### config.mk
export PLATFORM = sky130hd
export DESIGN_NAME = multi_alarm_clock_flat
export DESIGN_NICKNAME = d
export VERILOG_FILES = /design/src/rtl/multi_alarm_clock_if.sv /design/src/rtl/multi_alarm_clock.sv /design/src/flat_wrapper.sv
export SDC_FILE = /design/constraint.sdc
export NUM_CORES = 1
export LEC_CHECK = 0
export CORE_AREA = 2 2 126 128
export DETAILED_ROUTE_END_ITERATION = 10
export DIE_AREA = 0 0 128 130
export HOLD_SLACK_MARGIN = 0.06
export PLACE_DENSITY = 0.84
export SYNTH_ARGS = -nofsm -noshare
export SYNTH_HDL_FRONTEND = slang
export SYNTH_SLANG_ARGS = --single-unit
### constraint.sdc
create_clock -name clk -period 12.5 [get_ports clk]
set_input_delay 1.25 -clock clk [delete_from_list [all_inputs] [get_ports clk]]
set_output_delay 1.25 -clock clk [all_outputs]
set_load 0.02 [all_outputs]
### src/rtl/multi_alarm_clock_if.sv
// Signal bundle for multi_alarm_clock: BCD load/readout, alarm controls and status.
// The master drives loads and controls; the slave (the clock) drives time and status.
interface multi_alarm_clock_if #(
    parameter int N_ALARMS = 4
);
    localparam int SEL_W = (N_ALARMS > 1) ? $clog2(N_ALARMS) : 1;

    logic [1:0]          H_in1;
    logic [3:0]          H_in0;
    logic [3:0]          M_in1;
    logic [3:0]          M_in0;
    logic                LD_time;
    logic                LD_alarm;
    logic [SEL_W-1:0]    alarm_sel;
    logic [N_ALARMS-1:0] al_en;
    logic                STOP_al;
    logic                snooze;

    logic [1:0]          H_out1;
    logic [3:0]          H_out0;
    logic [3:0]          M_out1;
    logic [3:0]          M_out0;
    logic [3:0]          S_out1;
    logic [3:0]          S_out0;
    logic                tick_1s;
    logic                Alarm;
    logic [N_ALARMS-1:0] ring_vec;
    logic [SEL_W-1:0]    alarm_id;
    logic                ld_err;

    modport master (
        output H_in1, H_in0, M_in1, M_in0, LD_time, LD_alarm, alarm_sel, al_en, STOP_al, snooze,
        input  H_out1, H_out0, M_out1, M_out0, S_out1, S_out0, tick_1s, Alarm, ring_vec, alarm_id, ld_err
    );

    modport slave (
        input  H_in1, H_in0, M_in1, M_in0, LD_time, LD_alarm, alarm_sel, al_en, STOP_al, snooze,
        output H_out1, H_out0, M_out1, M_out0, S_out1, S_out0, tick_1s, Alarm, ring_vec, alarm_id, ld_err
    );
endinterface

### src/rtl/multi_alarm_clock.sv
// BCD time-of-day clock with N independent alarm channels, each with ring timeout and snooze.
// Everything runs on clk; the one-second tick is an enable, never a clock.
module multi_alarm_clock #(
    parameter int CLK_HZ         = 10,
    parameter int N_ALARMS       = 4,
    parameter int SNOOZE_MIN     = 5,
    parameter int RING_TIMEOUT_S = 60
) (
    input  logic               clk,
    input  logic               reset_n,
    multi_alarm_clock_if.slave bus
);
    localparam int SEL_W = (N_ALARMS > 1) ? $clog2(N_ALARMS) : 1;
    localparam int PRE_W = $clog2(CLK_HZ);
    localparam int RC_W  = $clog2(RING_TIMEOUT_S + 1);
    localparam logic [PRE_W-1:0] PRE_MAX = PRE_W'(CLK_HZ - 1);
    localparam logic [RC_W-1:0]  RC_LAST = RC_W'(RING_TIMEOUT_S - 1);
    localparam logic [3:0]       SN1     = 4'(SNOOZE_MIN / 10);
    localparam logic [3:0]       SN0     = 4'(SNOOZE_MIN % 10);

    typedef enum logic [1:0] {IDLE, RING, SNOOZE} state_t;

    logic [PRE_W-1:0] pre_cnt;
    logic             tick, tick_adv, tick_d;
    logic [1:0]       h1;
    logic [3:0]       h0, m1, m0, s1, s0;
    logic             in_ok, ld_time_ok, ld_alarm_ok, sec_zero;

    assign in_ok = (bus.H_in1 <= 2'd2) && (bus.H_in0 <= 4'd9) &&
                   !((bus.H_in1 == 2'd2) && (bus.H_in0 > 4'd3)) &&
                   (bus.M_in1 <= 4'd5) && (bus.M_in0 <= 4'd9);
    assign ld_time_ok  = bus.LD_time && in_ok;
    assign ld_alarm_ok = bus.LD_alarm && in_ok && (int'(bus.alarm_sel) < N_ALARMS);
    assign tick        = (pre_cnt == PRE_MAX);
    // A time load swallows a coincident tick, so no match can follow a load.
    assign tick_adv    = tick && !ld_time_ok;
    assign sec_zero    = (s1 == 4'd0) && (s0 == 4'd0);

    always_ff @(posedge clk or negedge reset_n) begin
        if (!reset_n) begin
            pre_cnt <= '0;
            tick_d  <= 1'b0;
            h1 <= 2'd0; h0 <= 4'd0; m1 <= 4'd0; m0 <= 4'd0; s1 <= 4'd0; s0 <= 4'd0;
        end else begin
            tick_d <= tick_adv;
            if (ld_time_ok) begin
                pre_cnt <= '0;
                h1 <= bus.H_in1; h0 <= bus.H_in0; m1 <= bus.M_in1; m0 <= bus.M_in0;
                s1 <= 4'd0; s0 <= 4'd0;
            end else begin
                pre_cnt <= tick ? '0 : pre_cnt + 1'b1;
                if (tick) begin
                    if (s0 != 4'd9) s0 <= s0 + 4'd1;
                    else begin
                        s0 <= 4'd0;
                        if (s1 != 4'd5) s1 <= s1 + 4'd1;
                        else begin
                            s1 <= 4'd0;
                            if (m0 != 4'd9) m0 <= m0 + 4'd1;
                            else begin
                                m0 <= 4'd0;
                                if (m1 != 4'd5) m1 <= m1 + 4'd1;
                                else begin
                                    m1 <= 4'd0;
                                    if ((h1 == 2'd2) && (h0 == 4'd3)) begin
                                        h1 <= 2'd0; h0 <= 4'd0;
                                    end else if (h0 == 4'd9) begin
                                        h1 <= h1 + 2'd1; h0 <= 4'd0;
                                    end else h0 <= h0 + 4'd1;
                                end
                            end
                        end
                    end
                end
            end
        end
    end

    // Snooze target: digit-wise BCD add of SNOOZE_MIN to the current HH:MM.
    logic [4:0] sm0_sum, sm1_sum;
    logic       c0, c1;
    logic [1:0] sz_h1;
    logic [3:0] sz_h0, sz_m1, sz_m0;

    always_comb begin
        sm0_sum = {1'b0, m0} + {1'b0, SN0};
        c0      = sm0_sum > 5'd9;
        sz_m0   = c0 ? 4'(sm0_sum - 5'd10) : sm0_sum[3:0];
        sm1_sum = {1'b0, m1} + {1'b0, SN1} + {4'd0, c0};
        c1      = sm1_sum > 5'd5;
        sz_m1   = c1 ? 4'(sm1_sum - 5'd6) : sm1_sum[3:0];
        sz_h1   = h1;
        sz_h0   = h0;
        if (c1) begin
            if ((h1 == 2'd2) && (h0 == 4'd3)) begin
                sz_h1 = 2'd0; sz_h0 = 4'd0;
            end else if (h0 == 4'd9) begin
                sz_h1 = h1 + 2'd1; sz_h0 = 4'd0;
            end else sz_h0 = h0 + 4'd1;
        end
    end

    state_t              state_q [N_ALARMS];
    state_t              state_d [N_ALARMS];
    logic [1:0]          al_h1 [N_ALARMS], snz_h1 [N_ALARMS];
    logic [3:0]          al_h0 [N_ALARMS], al_m1 [N_ALARMS], al_m0 [N_ALARMS];
    logic [3:0]          snz_h0 [N_ALARMS], snz_m1 [N_ALARMS], snz_m0 [N_ALARMS];
    logic [RC_W-1:0]     ring_cnt [N_ALARMS];
    logic [N_ALARMS-1:0] match, ring_next;

    always_comb begin
        match = '0;
        for (int i = 0; i < N_ALARMS; i++) begin
            if (state_q[i] == SNOOZE)
                match[i] = tick_d && sec_zero && (h1 == snz_h1[i]) && (h0 == snz_h0[i]) &&
                           (m1 == snz_m1[i]) && (m0 == snz_m0[i]);
            else
                match[i] = tick_d && sec_zero && (h1 == al_h1[i]) && (h0 == al_h0[i]) &&
                           (m1 == al_m1[i]) && (m0 == al_m0[i]);
        end
    end

    // Per-channel next state; STOP_al is tested before snooze so it wins.
    always_comb begin
        ring_next = '0;
        for (int i = 0; i < N_ALARMS; i++) begin
            state_d[i] = state_q[i];
            if (!bus.al_en[i] || (ld_alarm_ok && (int'(bus.alarm_sel) == i))) state_d[i] = IDLE;
            else begin
                case (state_q[i])
                    IDLE:    if (match[i]) state_d[i] = RING;
                    RING: begin
                        if (bus.STOP_al) state_d[i] = IDLE;
                        else if (bus.snooze) state_d[i] = SNOOZE;
                        else if (tick_adv && (ring_cnt[i] == RC_LAST)) state_d[i] = IDLE;
                    end
                    SNOOZE: begin
                        if (bus.STOP_al) state_d[i] = IDLE;
                        else if (match[i]) state_d[i] = RING;
                    end
                    default: state_d[i] = IDLE;
                endcase
            end
            ring_next[i] = (state_d[i] == RING);
        end
    end

    always_ff @(posedge clk or negedge reset_n) begin
        if (!reset_n) begin
            for (int i = 0; i < N_ALARMS; i++) begin
                state_q[i]  <= IDLE;
                ring_cnt[i] <= '0;
                al_h1[i]  <= 2'd0; al_h0[i]  <= 4'd0; al_m1[i]  <= 4'd0; al_m0[i]  <= 4'd0;
                snz_h1[i] <= 2'd0; snz_h0[i] <= 4'd0; snz_m1[i] <= 4'd0; snz_m0[i] <= 4'd0;
            end
        end else begin
            for (int i = 0; i < N_ALARMS; i++) begin
                state_q[i] <= state_d[i];
                if (ld_alarm_ok && (int'(bus.alarm_sel) == i)) begin
                    al_h1[i] <= bus.H_in1; al_h0[i] <= bus.H_in0;
                    al_m1[i] <= bus.M_in1; al_m0[i] <= bus.M_in0;
                end
                if ((state_q[i] == RING) && (state_d[i] == SNOOZE)) begin
                    snz_h1[i] <= sz_h1; snz_h0[i] <= sz_h0;
                    snz_m1[i] <= sz_m1; snz_m0[i] <= sz_m0;
                end
                if ((state_d[i] == RING) && (state_q[i] != RING)) ring_cnt[i] <= '0;
                else if ((state_q[i] == RING) && tick_adv) ring_cnt[i] <= ring_cnt[i] + 1'b1;
            end
        end
    end

    logic [SEL_W-1:0]    id_next, alarm_id_q;
    logic [N_ALARMS-1:0] ring_vec_q;
    logic                alarm_q, ld_err_q;

    always_comb begin
        id_next = '0;
        for (int i = N_ALARMS - 1; i >= 0; i--)
            if (ring_next[i]) id_next = SEL_W'(i);
    end

    always_ff @(posedge clk or negedge reset_n) begin
        if (!reset_n) begin
            ring_vec_q <= '0;
            alarm_q    <= 1'b0;
            alarm_id_q <= '0;
            ld_err_q   <= 1'b0;
        end else begin
            ring_vec_q <= ring_next;
            alarm_q    <= |ring_next;
            alarm_id_q <= id_next;
            ld_err_q   <= (bus.LD_time && !in_ok) || (bus.LD_alarm && !ld_alarm_ok);
        end
    end

    assign bus.H_out1   = h1;
    assign bus.H_out0   = h0;
    assign bus.M_out1   = m1;
    assign bus.M_out0   = m0;
    assign bus.S_out1   = s1;
    assign bus.S_out0   = s0;
    assign bus.tick_1s  = tick_adv;
    assign bus.Alarm    = alarm_q;
    assign bus.ring_vec = ring_vec_q;
    assign bus.alarm_id = alarm_id_q;
    assign bus.ld_err   = ld_err_q;
endmodule

### src/flat_wrapper.sv
// flat-port wrapper written by rule: the top's interface ports become plain ports
module multi_alarm_clock_flat 
#(
    parameter int CLK_HZ         = 10,
    parameter int N_ALARMS       = 4,
    parameter int SNOOZE_MIN     = 5,
    parameter int RING_TIMEOUT_S = 60
)
  (clk, reset_n, bus_H_in1, bus_H_in0, bus_M_in1, bus_M_in0, bus_LD_time, bus_LD_alarm, bus_alarm_sel, bus_al_en, bus_STOP_al, bus_snooze, bus_H_out1, bus_H_out0, bus_M_out1, bus_M_out0, bus_S_out1, bus_S_out0, bus_tick_1s, bus_Alarm, bus_ring_vec, bus_alarm_id, bus_ld_err);
  multi_alarm_clock_if #(.N_ALARMS(N_ALARMS)) bus_i ();
  input  logic clk;
  input  logic reset_n;
  input wire logic [$bits(bus_i.H_in1)-1:0] bus_H_in1;
  input wire logic [$bits(bus_i.H_in0)-1:0] bus_H_in0;
  input wire logic [$bits(bus_i.M_in1)-1:0] bus_M_in1;
  input wire logic [$bits(bus_i.M_in0)-1:0] bus_M_in0;
  input wire logic [$bits(bus_i.LD_time)-1:0] bus_LD_time;
  input wire logic [$bits(bus_i.LD_alarm)-1:0] bus_LD_alarm;
  input wire logic [$bits(bus_i.alarm_sel)-1:0] bus_alarm_sel;
  input wire logic [$bits(bus_i.al_en)-1:0] bus_al_en;
  input wire logic [$bits(bus_i.STOP_al)-1:0] bus_STOP_al;
  input wire logic [$bits(bus_i.snooze)-1:0] bus_snooze;
  output wire logic [$bits(bus_i.H_out1)-1:0] bus_H_out1;
  output wire logic [$bits(bus_i.H_out0)-1:0] bus_H_out0;
  output wire logic [$bits(bus_i.M_out1)-1:0] bus_M_out1;
  output wire logic [$bits(bus_i.M_out0)-1:0] bus_M_out0;
  output wire logic [$bits(bus_i.S_out1)-1:0] bus_S_out1;
  output wire logic [$bits(bus_i.S_out0)-1:0] bus_S_out0;
  output wire logic [$bits(bus_i.tick_1s)-1:0] bus_tick_1s;
  output wire logic [$bits(bus_i.Alarm)-1:0] bus_Alarm;
  output wire logic [$bits(bus_i.ring_vec)-1:0] bus_ring_vec;
  output wire logic [$bits(bus_i.alarm_id)-1:0] bus_alarm_id;
  output wire logic [$bits(bus_i.ld_err)-1:0] bus_ld_err;
  assign bus_i.H_in1 = bus_H_in1;
  assign bus_i.H_in0 = bus_H_in0;
  assign bus_i.M_in1 = bus_M_in1;
  assign bus_i.M_in0 = bus_M_in0;
  assign bus_i.LD_time = bus_LD_time;
  assign bus_i.LD_alarm = bus_LD_alarm;
  assign bus_i.alarm_sel = bus_alarm_sel;
  assign bus_i.al_en = bus_al_en;
  assign bus_i.STOP_al = bus_STOP_al;
  assign bus_i.snooze = bus_snooze;
  assign bus_H_out1 = bus_i.H_out1;
  assign bus_H_out0 = bus_i.H_out0;
  assign bus_M_out1 = bus_i.M_out1;
  assign bus_M_out0 = bus_i.M_out0;
  assign bus_S_out1 = bus_i.S_out1;
  assign bus_S_out0 = bus_i.S_out0;
  assign bus_tick_1s = bus_i.tick_1s;
  assign bus_Alarm = bus_i.Alarm;
  assign bus_ring_vec = bus_i.ring_vec;
  assign bus_alarm_id = bus_i.alarm_id;
  assign bus_ld_err = bus_i.ld_err;
  multi_alarm_clock #(.CLK_HZ(CLK_HZ), .N_ALARMS(N_ALARMS), .SNOOZE_MIN(SNOOZE_MIN), .RING_TIMEOUT_S(RING_TIMEOUT_S)) u_core (.clk(clk), .reset_n(reset_n), .bus(bus_i));
endmodule
==> results of run 1 <==
## cell usage after synthesis (all sizes together), types with 8 or more instances
cell type / instances
buf: 29
mux2: 87
nand4: 32
nand2b: 11
inv: 20
a31oi: 14
a21oi: 36
clkbuf: 15
and2: 8
nor3: 25
nor2: 58
nand2: 62
xnor2: 53
nand3: 15
dfrtp: 179
o21ai: 36
nor2b: 11
nor4: 18
ha: 23
xor2: 84
## per-layer routing
metal,GRT usage,up-vias
li1,-,3218
met2,0.4649,289
met5,0,-
met1,0.3952,3529
met4,0.1125,0
met3,0.08528,60
## cells in the final DEF (no fill, tap or decap), types with 24 or more instances in the layout
cell,count
nand2_1,62
mux2_2,67
o21ai_0,36
dfrtp_1,179
nand4_1,32
clkdlybuf4s50_1,55
a21oi_1,36
xor2_1,84
nor2_1,57
xnor2_1,53
nor3_1,24
## logic make-up after synthesis
logic type,count (synthesis),share of synthesized area
mux,90,0.1117
flops,179,0.4612
compound gates,130,0.09212
simple gates,270,0.1503
xor+xnor,137,0.1236
fa+ha+maj,23,0.02963
buf+inv,64,0.03143
## metrics by stage
| stage | total power [mW] | hold slack [ns] |
|---|---|---|
| 3_3_place_gp | 1.395 | 0.4822 |
| 6_report | 1.961 | 0.5072 |
| 3_5_place_dp | 1.415 | 0.4937 |
| 4_1_cts | 1.957 | 0.5097 |
| 5_1_grt | 2.056 | 0.5380 |
| 2_1_floorplan | 1.208 | 0.4669 |
## worst register-to-register path, cell delays in order, from the launching register on
cell      delay (ns)
dfrtp_1         0.83
inv_1           0.22
ha_1            0.40
inv_1           0.08
ha_1            0.21
a221oi_1        0.30
nor2_1          0.09
nor2_1          0.38
ha_1            0.29
ha_1            0.21
xor2_1          0.35
ha_1            0.29
a21oi_1         0.06
a31oi_1         0.15
nor2_1          0.09
nand2_1         0.37
o21ai_0         0.21
a22o_1          0.29
mux2_4          0.27
## report_power, final
group / switching (mW) / internal (mW) / leakage [nW]
Sequential: 0.140 / 0.643 / 2.38
Clock: 0.248 / 0.286 / 0.275
Combinational: 0.359 / 0.285 / 2.29
## path summary, 6_finish.rpt
check | to | slack [ns] | depth (start not counted) | startpoint
worst max-delay path | bus_tick_1s | 7.07 | 7 | bus_H_in0[2]
worst min-delay path | u_core.snz_h0[9]$_DFFE_PN0P_ | 0.51 | 2 | u_core.snz_h0[9]$_DFFE_PN0P_
worst max register to register | u_core.snz_h0[3]$_DFFE_PN0P_ | 7.29 | 18 | u_core.bus.M_out0[0]$_DFFE_PN0P_
worst min register to register | u_core.snz_h0[9]$_DFFE_PN0P_ | 0.51 | 2 | u_core.snz_h0[9]$_DFFE_PN0P_
max in group asynchronous | u_core.snz_m1[12]$_DFFE_PN0P_ | 10.07 | 2 | reset_n
min in group asynchronous | u_core.bus.S_out1[3]$_DFFE_PN0P_ | 0.91 | 1 | reset_n
## state kept, by name (all words and copies together), names as in the netlist, 8 cells and up
name / cells
u_core.al_h1: 8
u_core.snz_m1: 16
u_core.snz_h0: 16
u_core.al_m0: 16
u_core.snz_m0: 16
u_core.snz_h1: 8
u_core.state_q: 8
u_core.al_h0: 16
u_core.al_m1: 16
u_core.ring_cnt: 24
## layout make-up
cell class                 instances  share of cell area
inverter                          20            0.006874
tap                              192             0.02200
clock buffer                      18             0.04021
clock inverter                    14             0.01340
sequential                       179              0.4101
timing repair buffer              63             0.05625
multi-input combinational        650              0.4511
==> impl_metrics.yaml, run 1 <==
yosys:
  synth_area_um2: 9712
  yosysSeqAreaShare: 0.4612
  yosysUniqueCellTypes: 62
  synth_nets: 942
  async_flop_share: 1.000
  syn_area_per_cell_um2: 10.88
  synth_area_leaders: "dfrtp_1, mux2_2, xor2_1"
  ys_ff_latch: 179
  synth_cells: 893
  ys_warn_count: 0
  synth_edf_count: 0
  yosysTopAreaCell: "dfrtp_1"
  ys.flop_type: "dfrtp_1"
  synth_top_area_share: 0.4612
detailed_routing:
  vias: 7096
  first_pass_iters: 5
  drtIter0Drc: 638
  viasPerCell: 6.246
  ant_nets: 0
  drt-met1-wl_mm: 9.938
  wl_met3_mm: 1.808
  routedWlPerCell_um: 20.72
  drc: 0
  wl_met2_mm: 11.14
  routed_wl_mm: 23.54
  highest_layer: "met4"
die:
  dieArea_um2: 16640
  die_w_um: 128
  initial_core_util: 0.6296
  rows: 46
  io_pins: 57
  die_h_um: 130
  core_um2: 15420
worst_setup_path:
  cpMostUsedCell: "clkdlybuf4s50_1"
  crit_fanout: 12
  max_stage_delay_ns: 0.64
  critical_path_required_ns: 11.25
  crit_family: "buffers and inverters"
  crit_type: "primary input to output pin"
  critPathArrivalTime_ns: 4.18
  endpoint_kind: "output pin"
  crit_chain: "clkdlybuf4s50_1 > o21a_1 > o32a_1 > or2_1 > nand2_1 > inv_1 > clkdlybuf4s50_1"
  crit_buf_inv: 3
  start_kind: "primary input"
  critical-path-slowest-cell: "clkdlybuf4s50_1"
layout:
  final_util: 0.7081
  fin_area_um2: 10920
  nFillCells: 1082
  final_cells: 1136
  multi_input_area_um2: 4927
  area_growth_pct: 12.46
  final_nets: 980
  ff_latch_area_um2: 4479
  antennaDiodeCount: 0
  layout-drive-gt1-share: 0.1536
clocking:
  cts_setup_buffers: 0
  cts_root_buf: "clkbuf_16"
  cts.repair.resized: 0
  cts_max_level: 4
  hold_buffers: 0
  cts_tree: "yes"
  cts_sinks: 179
  max-clock-path-buffers: 2
  path_clk_slew_ns: 0.07
  cts_buffers: 17
  clk_latency_ns: 0.44
global_routing:
  grt_antenna_before_repair: 0
  grt_pass1_vias: 6996
  grt-ovfl-total: 0
  grt_pass1_wl_mm: 37.44
  grt_start_max_net_pins: 103
  grt.total_usage: 0.2962
placement:
  dp_cells: 1104
  io_buffers: 56
  dpl_cell_area_um2: 10340
  post-place-ws_ns: 7.210
  gp_congestion: 0.8789
  dp_hpwl_mm: 16.05
sta:
  slew_viol_final: 0
  setup_slack_ns: 7.073
  slew_headroom: 0.2130
  max_freq_mhz: 184.3
  fin_crit_ns: 5.427
  rsz0062_at_grt: "false"
  worst_pin_slew_ns: 1.172
  fin_setup_tns_ns: 0
  setup_violations: 0
  finalCritPeriodShare: 0.4342
  skew_ns: 0.009575
  hold_viol_final: 0
flow_run:
  cap_violations: 0
power:
  pwr_density_cell_nw_per_um2: 179.6
  p_leak_nw: 4.940
  ir_worst_vdd_mv: 0.1284
status:
  status: "complete, no violations"
worst_hold_path:
  min_path_type: "flop to flop"
(Power assumes the default switching activity.)
==> inputs of run 2 (changes only) <==
CORE_AREA = 2 2 138 140   (was 2 2 126 128)
DIE_AREA = 0 0 140 142   (was 0 0 128 130)
PLACE_DENSITY = 0.75   (was 0.84)
clock period = 4.7 ns   (was 12.5 ns; I/O delays follow)
==> impl_metrics.yaml, run 2 (synthesized netlist as in run 1, its figures left out) <==
sta:
  worst_pin_slew_ns: 0.9408
  skew_ns: 0.01222
  fin_setup_tns_ns: 0
  setup_violations: 0
  rsz0062_at_grt: "false"
  slew_viol_final: 0
  slew_headroom: 0.3728
  finalCritPeriodShare: 0.9061
  hold_viol_final: 0
  max_freq_mhz: 234.8
  fin_crit_ns: 4.259
power:
  p_switching_mw: 1.932
  combinationalPowerShare: 0.337
  ir_worst_vdd_mv: 0.2864
  p_leak_nw: 5.019
  power_frac_seq: 0.384
  power.clock.fraction: 0.279
  finalPower_mw: 5.231
  swShare: 0.3693
  pwr_density_cell_nw_per_um2: 471.0
  intPower_mw: 3.299
clocking:
  path_clk_slew_ns: 0.07
  cts_root_buf: "clkbuf_16"
  cts_tree: "yes"
  clk_latency_ns: 0.45
  max-clock-path-buffers: 2
  cts_sinks: 179
  cts_max_level: 4
  cts_setup_buffers: 0
  cts_buffers: 17
detailed_routing:
  ant_nets: 0
  routedWlPerCell_um: 19.78
  vias: 6969
  routed_wl_mm: 23.60
  first_pass_iters: 8
  drtIter0Drc: 502
  drc: 5
  viasPerCell: 5.842
global_routing:
  grt_pass1_vias: 6914
  grt_antenna_before_repair: 0
  grt.total_usage: 0.2494
  grt_start_max_net_pins: 101
  grt_pass1_wl_mm: 38.17
  grt-ovfl-total: 0
die:
  rows: 50
  io_pins: 57
  initial_core_util: 0.5262
  core_um2: 18460
  die_h_um: 142
  dieArea_um2: 19880
  die_w_um: 140
layout:
  final_nets: 995
  area_growth_pct: 14.36
  layout-drive-gt1-share: 0.1689
  regMostFlops: "u_core.ring_cnt"
  nFillCells: 1501
  final_cell_mix: "dfrtp_1, xor2_1, mux2_2"
  final_common_cell: "dfrtp_1"
  largest_register_ffs: 24
  antennaDiodeCount: 0
worst_setup_path:
  start_kind: "flop"
  crit_fanout: 13
  critPathArrivalTime_ns: 4.58
  critical_path_required_ns: 5.03
  crit_type: "flop to flop"
  endpoint_kind: "flop"
placement:
  dp_hpwl_mm: 16.75
  io_buffers: 56
  gp_congestion: 0.8745
worst_hold_path:
  min_path_type: "primary input to async pin"
status:
  violations: "DRC"
  status: "finished with violations"
flow_run:
  cap_violations: 0
-- run 2: path summary, 6_finish.rpt --
path                                                   from                          endpoint  slack [ns]  depth (start not counted)
setup reg to reg           u_core.bus.M_out0[0]$_DFFE_PN0P_      u_core.snz_h0[7]$_DFFE_PN0P_        0.44                         18
hold reg to reg                u_core.snz_h1[5]$_DFFE_PN0P_      u_core.snz_h1[5]$_DFFE_PN0P_        0.50                          2
max in group asynchronous                           reset_n  u_core.bus.alarm_id[1]$_DFF_PN0_        3.52                          2
min in group clk               u_core.snz_h1[5]$_DFFE_PN0P_      u_core.snz_h1[5]$_DFFE_PN0P_        0.50                          2
hold / removal                                      reset_n  u_core.bus.S_out1[0]$_DFFE_PN0P_        0.11                          1
setup / recovery           u_core.bus.M_out0[0]$_DFFE_PN0P_      u_core.snz_h0[7]$_DFFE_PN0P_        0.44                         18
-- run 2: power by group through the flow --
stage / Sequential, mW / Combinational (mW) / Clock (mW)
6_report: 2.01 / 1.76 / 1.46
5_1_grt: 2.04 / 1.94 / 1.54
4_1_cts: 2.00 / 1.76 / 1.48
3_5_place_dp: 2.03 / 1.74 / 0
3_3_place_gp: 2.02 / 1.71 / 0
2_1_floorplan: 1.95 / 1.26 / 0
-- run 2: metal layers --
layer / routed length, µm / GRT usage / vias to the layer above
li1: - / - / 3246
met1: 10850 / 0.3404 / 3489
met2: 11130 / 0.4037 / 189
met3: 1102 / 0.05283 / 45
met4: 521 / 0.07762 / 0
met5: 0 / 0 / -
-- run 2: critical path, cell delays in order, from the launching register on --
cell,delay [ns]
dfrtp_1,0.51
inv_1,0.16
ha_1,0.36
inv_1,0.08
ha_1,0.21
a221oi_1,0.28
nor2_1,0.09
nor2_1,0.17
ha_1,0.22
ha_1,0.24
xor2_2,0.26
ha_1,0.26
a21oi_1,0.05
a31oi_1,0.15
nor2_1,0.10
nand2_2,0.24
o21ai_0,0.19
a22o_1,0.28
mux2_4,0.27
-- run 2: metrics by stage --
step,setup WS [ns],util,hold WS [ns],instance area [µm²],cells
2_1_floorplan,0.2798,-,0.1744,9712,893
3_5_place_dp,0.2539,0.5690,0.4940,10500,1161
4_1_cts,0.2363,0.6012,0.1615,11100,1193
3_3_place_gp,0.4384,0.5690,0.4844,10500,1161
5_1_grt,0.08462,0.6018,0.1798,11110,1193
6_report,0.4412,0.6018,0.1068,11110,1193
-- run 2: area by class of cell --
class                   count  area, µm²  share of cell area
clock buffers              18      429.2             0.03864
clock inverters            14      165.2             0.01487
inverters                  20      75.07            0.006759
multi-input cells         650       4937              0.4445
flip-flops and latches    179       4481              0.4034
well taps                 234      292.8             0.02636
repair buffers             78      726.9             0.06545
-- run 2: what timing repair did --
action,CTS,global route
gates resized for setup,0,3
setup endpoints to repair,0,8
hold buffers,0,0
